<file path="src/rtl/mib_pkg.sv">
// mib_pkg: MIB framing constants and slave FSM state type shared by mib_master and mib_cmd_slave
package mib_pkg;
    localparam int MIB_AD_BITS = 16;
    localparam int MIB_MSN_LSB = 20;
    localparam int MIB_PH_A1   = 0;
    localparam int MIB_PH_A2   = 1;
    localparam int MIB_PH_D_HI = 2;
    localparam int MIB_PH_D_LO = 3;
    typedef enum logic [2:0] {
        ST_IDLE,
        ST_ADDR2,
        ST_WDATA_HI,
        ST_WDATA_LO,
        ST_CMD_WAIT,
        ST_RD_HI,
        ST_RD_LO
    } mib_slv_state_t;
endpackage

</file>
<file path="src/rtl/mib_cmd_slave.sv">
// mib_cmd_slave: MIB bus responder replaying each MIB access as one local cmd transaction
// Ports: i_sysclk/i_srst clock and sync reset; i_mib_* / o_mib_* MIB side (start, dir, AD in/out,
// AD output enable, slave ack); o_cmd_* / i_cmd_* local cmd master (sel strobe, dir, byte address,
// write data, read data, ack); o_cmd_timeout pulses when the local ack never arrives.
module mib_cmd_slave
    import mib_pkg::*;
#(
    parameter logic [3:0] P_MIB_MSN              = 4'h0,
    parameter int         ADDR_BITS              = 24,
    parameter int         DATA_BITS              = 32,
    parameter int         P_CMD_ACK_TIMEOUT_CLKS = 16
) (
    input  logic                   i_sysclk,
    input  logic                   i_srst,
    input  logic                   i_mib_start,
    input  logic                   i_mib_rd_wr_n,
    input  logic [MIB_AD_BITS-1:0] i_mib_ad,
    output logic [MIB_AD_BITS-1:0] o_mib_ad,
    output logic                   o_mib_ad_oe,
    output logic                   o_mib_slave_ack,
    output logic                   o_cmd_sel,
    output logic                   o_cmd_rd_wr_n,
    output logic [ADDR_BITS-1:0]   o_cmd_byte_addr,
    output logic [DATA_BITS-1:0]   o_cmd_wdata,
    input  logic [DATA_BITS-1:0]   i_cmd_rdata,
    input  logic                   i_cmd_ack,
    output logic                   o_cmd_timeout
);
    localparam int CW = $clog2(P_CMD_ACK_TIMEOUT_CLKS);

    mib_slv_state_t       state;
    logic [CW-1:0]        cnt;
    logic                 wr_ack;
    logic [DATA_BITS-1:0] rdata;

    // Read data goes out straight from the state so a reset during RD_HI/RD_LO drops oe next clock.
    assign o_mib_ad_oe     = (state == ST_RD_HI) || (state == ST_RD_LO);
    assign o_mib_slave_ack = o_mib_ad_oe || wr_ack;
    assign o_mib_ad        = (state == ST_RD_HI) ? rdata[DATA_BITS-1 -: MIB_AD_BITS] :
                             (state == ST_RD_LO) ? rdata[MIB_AD_BITS-1:0] : '0;

    always_ff @(posedge i_sysclk) begin
        if (i_srst) begin
            state           <= ST_IDLE;
            cnt             <= '0;
            wr_ack          <= 1'b0;
            rdata           <= '0;
            o_cmd_sel       <= 1'b0;
            o_cmd_rd_wr_n   <= 1'b0;
            o_cmd_byte_addr <= '0;
            o_cmd_wdata     <= '0;
            o_cmd_timeout   <= 1'b0;
        end else begin
            o_cmd_sel     <= 1'b0;
            wr_ack        <= 1'b0;
            o_cmd_timeout <= 1'b0;
            case (state)
                ST_IDLE: if (i_mib_start) begin
                    o_cmd_byte_addr[ADDR_BITS-1 -: 8] <= i_mib_ad[7:0];
                    o_cmd_rd_wr_n                     <= i_mib_rd_wr_n;
                    state                             <= ST_ADDR2;
                end
                ST_ADDR2: begin
                    o_cmd_byte_addr[15:0] <= i_mib_ad;
                    // Upper byte was captured in A1, so the nibble decode can happen now.
                    if (o_cmd_byte_addr[MIB_MSN_LSB +: 4] != P_MIB_MSN) begin
                        state <= ST_IDLE;
                    end else if (o_cmd_rd_wr_n) begin
                        o_cmd_sel <= 1'b1;
                        cnt       <= '0;
                        state     <= ST_CMD_WAIT;
                    end else begin
                        state <= ST_WDATA_HI;
                    end
                end
                ST_WDATA_HI: begin
                    o_cmd_wdata[DATA_BITS-1 -: MIB_AD_BITS] <= i_mib_ad;
                    state                                   <= ST_WDATA_LO;
                end
                ST_WDATA_LO: begin
                    o_cmd_wdata[MIB_AD_BITS-1:0] <= i_mib_ad;
                    o_cmd_sel                    <= 1'b1;
                    cnt                          <= '0;
                    state                        <= ST_CMD_WAIT;
                end
                ST_CMD_WAIT: begin
                    // cnt is 0 in the sel cycle; an ack on the last count beats the timeout.
                    if (i_cmd_ack) begin
                        rdata  <= o_cmd_rd_wr_n ? i_cmd_rdata : rdata;
                        wr_ack <= !o_cmd_rd_wr_n;
                        state  <= o_cmd_rd_wr_n ? ST_RD_HI : ST_IDLE;
                    end else if (cnt == CW'(P_CMD_ACK_TIMEOUT_CLKS - 1)) begin
                        o_cmd_timeout <= 1'b1;
                        state         <= ST_IDLE;
                    end else begin
                        cnt <= cnt + 1'b1;
                    end
                end
                ST_RD_HI: state <= ST_RD_LO;
                default:  state <= ST_IDLE;
            endcase
        end
    end
endmodule

</file>
<file path="config.mk">
export PLATFORM = sky130hd
export DESIGN_NAME = mib_cmd_slave
export DESIGN_NICKNAME = d
export VERILOG_FILES = /design/src/rtl/mib_pkg.sv /design/src/rtl/mib_cmd_slave.sv
export SDC_FILE = /design/constraint.sdc
export NUM_CORES = 1
export LEC_CHECK = 0
export BUFFER_PORTS_ARGS = -buffer_cell sky130_fd_sc_hd__buf_4
export CAP_MARGIN = 25
export CORE_MARGIN = 1
export CORE_UTILIZATION = 30
export DETAILED_ROUTE_END_ITERATION = 8
export PLACE_DENSITY = 0.54
export SLEW_MARGIN = 10
export SYNTH_ARGS = -nofsm -noshare
export SYNTH_HDL_FRONTEND = slang
export SYNTH_SLANG_ARGS = --single-unit
export TNS_END_PERCENT = 30
</file>
<file path="constraint.sdc">
create_clock -name i_sysclk -period 2.65 [get_ports i_sysclk]
set_clock_uncertainty 0.1 [all_clocks]
set_input_delay 0.6625 -clock i_sysclk [delete_from_list [all_inputs] [get_ports i_sysclk]]
set_output_delay 0.6625 -clock i_sysclk [all_outputs]
set_load 0.02 [all_outputs]
</file>
== Word-level counts from Yosys, hierarchy flattened ==
Index checks and enable logic that the tools add are counted.

* Flip-flop bits (word level): 99
* Input bits: 53
* Output and inout port bits: 77
* Word-level logic and storage cells: 57

* Add/subtract/negate cells: 1
* Equality and inequality tests: 13
* Mux-type cells: 18
* Bitwise gates (word level): 2
* Reduce and logical (&&, ||, !) cells: 12

{| class="wikitable"
|+ Operators by type and width
! operator !! count
|-
| $mux W16 || 2
|-
| $mux W3 || 6
|-
| $pmux W3 S6 || 1
|-
| $mux W4 || 4
|-
| $pmux W4 S3 || 1
|-
| $ne A2 B2 Y1 const B || 5
|-
| $eq A3 B3 Y1 const B || 3
|-
| $eq A3 B2 Y1 const B || 2
|-
| $reduce_or A3 Y1 || 2
|-
| $reduce_and A5 Y1 || 1
|-
| $add A4 B1 Y4 const B || 1
|-
| $eq A4 B4 Y1 const B || 1
|-
| $reduce_and A2 Y1 || 2
|-
| $reduce_bool A4 Y1 || 1
|-
| $eq A3 B1 Y1 const B || 1
|-
| $logic_not A3 Y1 || 1
|-
| $mux W1 || 3
|-
| $ne A3 B3 Y1 const B || 1
|-
| $reduce_and A3 Y1 || 1
|-
| $reduce_bool A3 Y1 || 1
|-
| $logic_or A1 B1 Y1 || 2
|-
| $not A1 Y1 || 2
|-
| $pmux W1 S2 || 1
|-
| $logic_not A1 Y1 || 1
|}

== Longest topological paths before layout ==
* Depth in word-level cells: 4
* Depth in mapped cells: 7
* Gate-level depth less buffers: 5

== Worst setup path before layout ==
No wires, ideal clock.

* Kind: register to output
* Start: reg state[0]
* End: out o_mib_ad[10]
* Arrival: 1579 ps
* Required time: 1887 ps
* Setup slack: 308 ps
* Cell stages (with the launch flop): 5
* Buffers on the path: 2
* Cells stage by stage: dfxtp_1 clkbuf_1 nor3b_2 clkbuf_1 a22o_1

* Word-level cells in the longest chain between the ends: 3
* Elaborated cells on any way between the ends: 4
* Classes of those cells: eq/ne: 2; mux: 2

{| class="wikitable"
|+ RTL lines
! item !! line !! text
|-
| start, declared || mib_cmd_slave.sv:31 || <nowiki>mib_slv_state_t state;</nowiki>
|-
| start signal, assigned || mib_cmd_slave.sv:91 || <nowiki>state <= o_cmd_rd_wr_n ? ST_RD_HI : ST_IDLE;</nowiki>
|-
| $eq A3 B3 Y1 || mib_cmd_slave.sv:40 || <nowiki>(state == ST_RD_LO) ? rdata[MIB_AD_BITS-1:0] : '0;</nowiki>
|-
| $mux W16 || mib_cmd_slave.sv:40 ||
|-
| $mux W16 * || mib_cmd_slave.sv:39 || <nowiki>assign o_mib_ad = (state == ST_RD_HI) ? rdata[DATA_BITS-1 -: MIB_AD_BITS] :</nowiki>
|-
| end, declared || mib_cmd_slave.sv:18 || <nowiki>output logic [MIB_AD_BITS-1:0] o_mib_ad,</nowiki>
|}

Mark *: on every way between the ends. The rest lies on a longest branch, timed or not.

== Worst setup path in the final report ==
* Start: reg state[1]
* End: out o_mib_slave_ack

* Word-level cells in the longest chain between the ends: 3
* Elaborated cells on any way between the ends: 4
* Classes of those cells: eq/ne: 2; reduce/logical: 2

{| class="wikitable"
|+ RTL lines
! item !! line !! text
|-
| $eq A3 B3 Y1 || mib_cmd_slave.sv:37 || <nowiki>assign o_mib_ad_oe = (state == ST_RD_HI) || (state == ST_RD_LO);</nowiki>
|-
| $logic_or A1 B1 Y1 * || mib_cmd_slave.sv:37 ||
|-
| $logic_or A1 B1 Y1 * || mib_cmd_slave.sv:38 || <nowiki>assign o_mib_slave_ack = o_mib_ad_oe || wr_ack;</nowiki>
|-
| end, declared || mib_cmd_slave.sv:20 || <nowiki>output logic o_mib_slave_ack,</nowiki>
|}

Marks and branches as above.

==> results.tsv <==
metric	value	unit
run status	complete, no violations	
R2R Setup Slk	0.82	ns
Post-route DRC	0	
final count of negative-setup-slack endpoints	0	
initial core utilization	30.8	%
setup tns final	0	ns
1st-pass router iterations	4	
routed vias	3626	
most frequent cells in the layout	nand2_1 (181), buf_4 (144), dfxtp_1 (98), a21oi_1 (91), a22o_1 (16)	
clk sinks	99	
nets@finish	645	
pwr dens	631	nW/um2
TritonCTS clock tree	built	
Site Rows	40	
first-pass GRT wire length	17.3	mm
IO Pins	130	
Hold/Removal Path Class	reg -> reg	
clock root buffer master	clkbuf_16	
critical path endpoint category	output pin	
Worst Path Arrival	1.71	ns
Req. time, crit path	1.89	ns
largest stage delay on the critical path	0.60	ns
Slew Limit Fails	0	
clock buffer depth	2	
synth unique cells	37	
chip width	113	um
Yosys reg bits	99	
max-cap violation count	0	
post-synthesis sequential area ratio	53.3	%
Wirelength per Cell	14.3	um
clk_lat worst skew	0.34	ns
worst setup slack after layout	0.179	ns
WL final	10.9	mm
Clock transition at path regs	0.07	ns
Ys Warns	0	
kind of critical path	reg -> out	
worst hold slack	0.356	ns
Antenna Nets Post-Route	0	
fillcell total	1236	
fin crit period	2.47	ns
die area	12800	um2
Mapped Area	3720	um2
RSZ-0062 raised after global routing	false	
Worst path slowest cell	dfxtp_1	
Leak	2.09	nW
pin count of the biggest net entering global routing	61	
H-tree Lvls	3	
EDFF count, synth	0	
GR Overflow Total	0	
Startpoint Class	flop	
initial antenna violation count	0	
CP most frequent cell	buf_4	
post-synthesis net count	523	
commonest non-fill, non-tap cell in the layout	nand2_1	
final core area utilization	43.0	%
IO Port Bufs	129	
count of final hold-check violations	0	
DR iter-0 viols	202	
syn avg cell area	7.93	um2
delay-heaviest family, CP	flip-flops	
core footprint	12100	um2
Slew @ Worst Pin	0.718	ns
number of global-route vias before repair	3399	
buffers plus inverters on the worst setup path	2	
critical path cell sequence	nor3b_2, buf_4, or3_1, buf_4	
hpwl dp	7.87	mm
CTS Buf Count	9	
max_slew headroom	52.0	%
Cells after DPL	748	
GRT Util Overall	17.1	%
worst-path fanout max	14	
Non-Filler Instances	764	
Layout area overhead	39.4	%
worst vdd ir	348	uV
Highest Clock Rate	405	MHz
Synth async-reset ratio	0	%
share of post-route cells with drive strength above 1	27.7	%
routed vias/inst	4.75	
pre-CTS setup slack	0.452	ns
final period utilization	93.3	%
hold-fix buffer count after cts	0	
ant diodes	0	
Synth Instances	469	
Die Ht	113	um
Primary FF master, synth	dfxtp_1	
Routability Congestion	0.773	
[layer usage]
| metal | part of all wire (%) | global-route usage, % | wire length (um) |
|---|---|---|---|
| met5 | 0 | 0 | 0 |
| met4 | 1.7 | 6.23 | 190 |
| met3 | 6.3 | 5.52 | 691 |
| met2 | 46 | 27.8 | 5070 |
| met1 | 45 | 21.2 | 4960 |
[Yosys cell counts, drive strengths merged (2+ instances only)]
cell    count  area, um2
nand2     181        679
nand3       4       20.0
a211oi      2       15.0
a21oi      91        455
nor3b       5       47.5
o21ai       2       10.0
a22o       16        140
buf         5       23.8
a21o        2       15.0
nor2b       2       12.5
or2         2       12.5
dfxtp      99       1980
nor2        8       30.0
clkbuf     28        106
nor3        2       10.0
nor4b       2       17.5
[repair_timing]
action                                  CTS  global route
gates resized for setup                   0             1
endpoints found under the setup margin    0            18
hold endpoints to repair                  0             0
buffers inserted                          0             0
[tightest hold or removal path, stage by stage (launching register included)]
cell	delay, ns
dfxtp_1	0.31
nand2_1	0.05
a21oi_1	0.05
[flip-flops by register name, indices dropped and copies added (netlist names)]
register and count:
cnt 4, o_cmd_rd_wr_n 1, state 3, wr_ack 1
o_cmd_sel 1, o_cmd_timeout 1, o_cmd_wdata 32, o_cmd_byte_addr 24
rdata 32
[report_power, final]
part	switching (mW)	total [mW]	internal, mW
clock	0.580	1.32	0.737
sequential	0.0409	1.58	1.53
combinational	0.219	0.376	0.157
total	0.840	3.27	2.43
[cell families after synthesis]
| logic type | count (synthesis) | share of synthesized area (%) |
|---|---|---|
| and+or+nand+nor | 217 | 24.5 |
| AOI/OAI and AO/OA | 118 | 18.3 |
| DFF | 99 | 53.3 |
| buffers and inverters | 34 | 3.60 |
| adders and majority gates | 1 | 0.337 |
[worst paths after layout]
path | start | end | cells past startpoint
worst max-delay path | state[1]$_SDFFE_PP0P_ | o_mib_slave_ack | 4
worst min register to register | o_cmd_wdata[4]$_SDFFE_PP0P_ | o_cmd_wdata[4]$_SDFFE_PP0P_ | 2
worst min-delay path | o_cmd_wdata[4]$_SDFFE_PP0P_ | o_cmd_wdata[4]$_SDFFE_PP0P_ | 2
worst max register to register | state[1]$_SDFFE_PP0P_ | cnt[2]$_SDFFE_PP0P_ | 4
[stage by stage]
| step | power (mW) | area (um2) |
|---|---|---|
| floorplan | 1.79 | 3720 |
| global placement | 1.99 | 4880 |
| detailed placement | 1.99 | 4880 |
| CTS | 3.31 | 5180 |
| global route | 3.40 | 5180 |
| finish | 3.27 | 5180 |
[cell type report]
type                    count  area, um2  area share (%)
flip-flops and latches     99       1980            38.3
multi-input cells         336       1600            30.9
repair buffers            144       1080            20.9
clock buffers               9        225            4.35
well taps                 168        210            4.06
clock inverters             7       76.3            1.47
inverters                   1       3.75          0.0724
(Power assumes the default switching activity.)
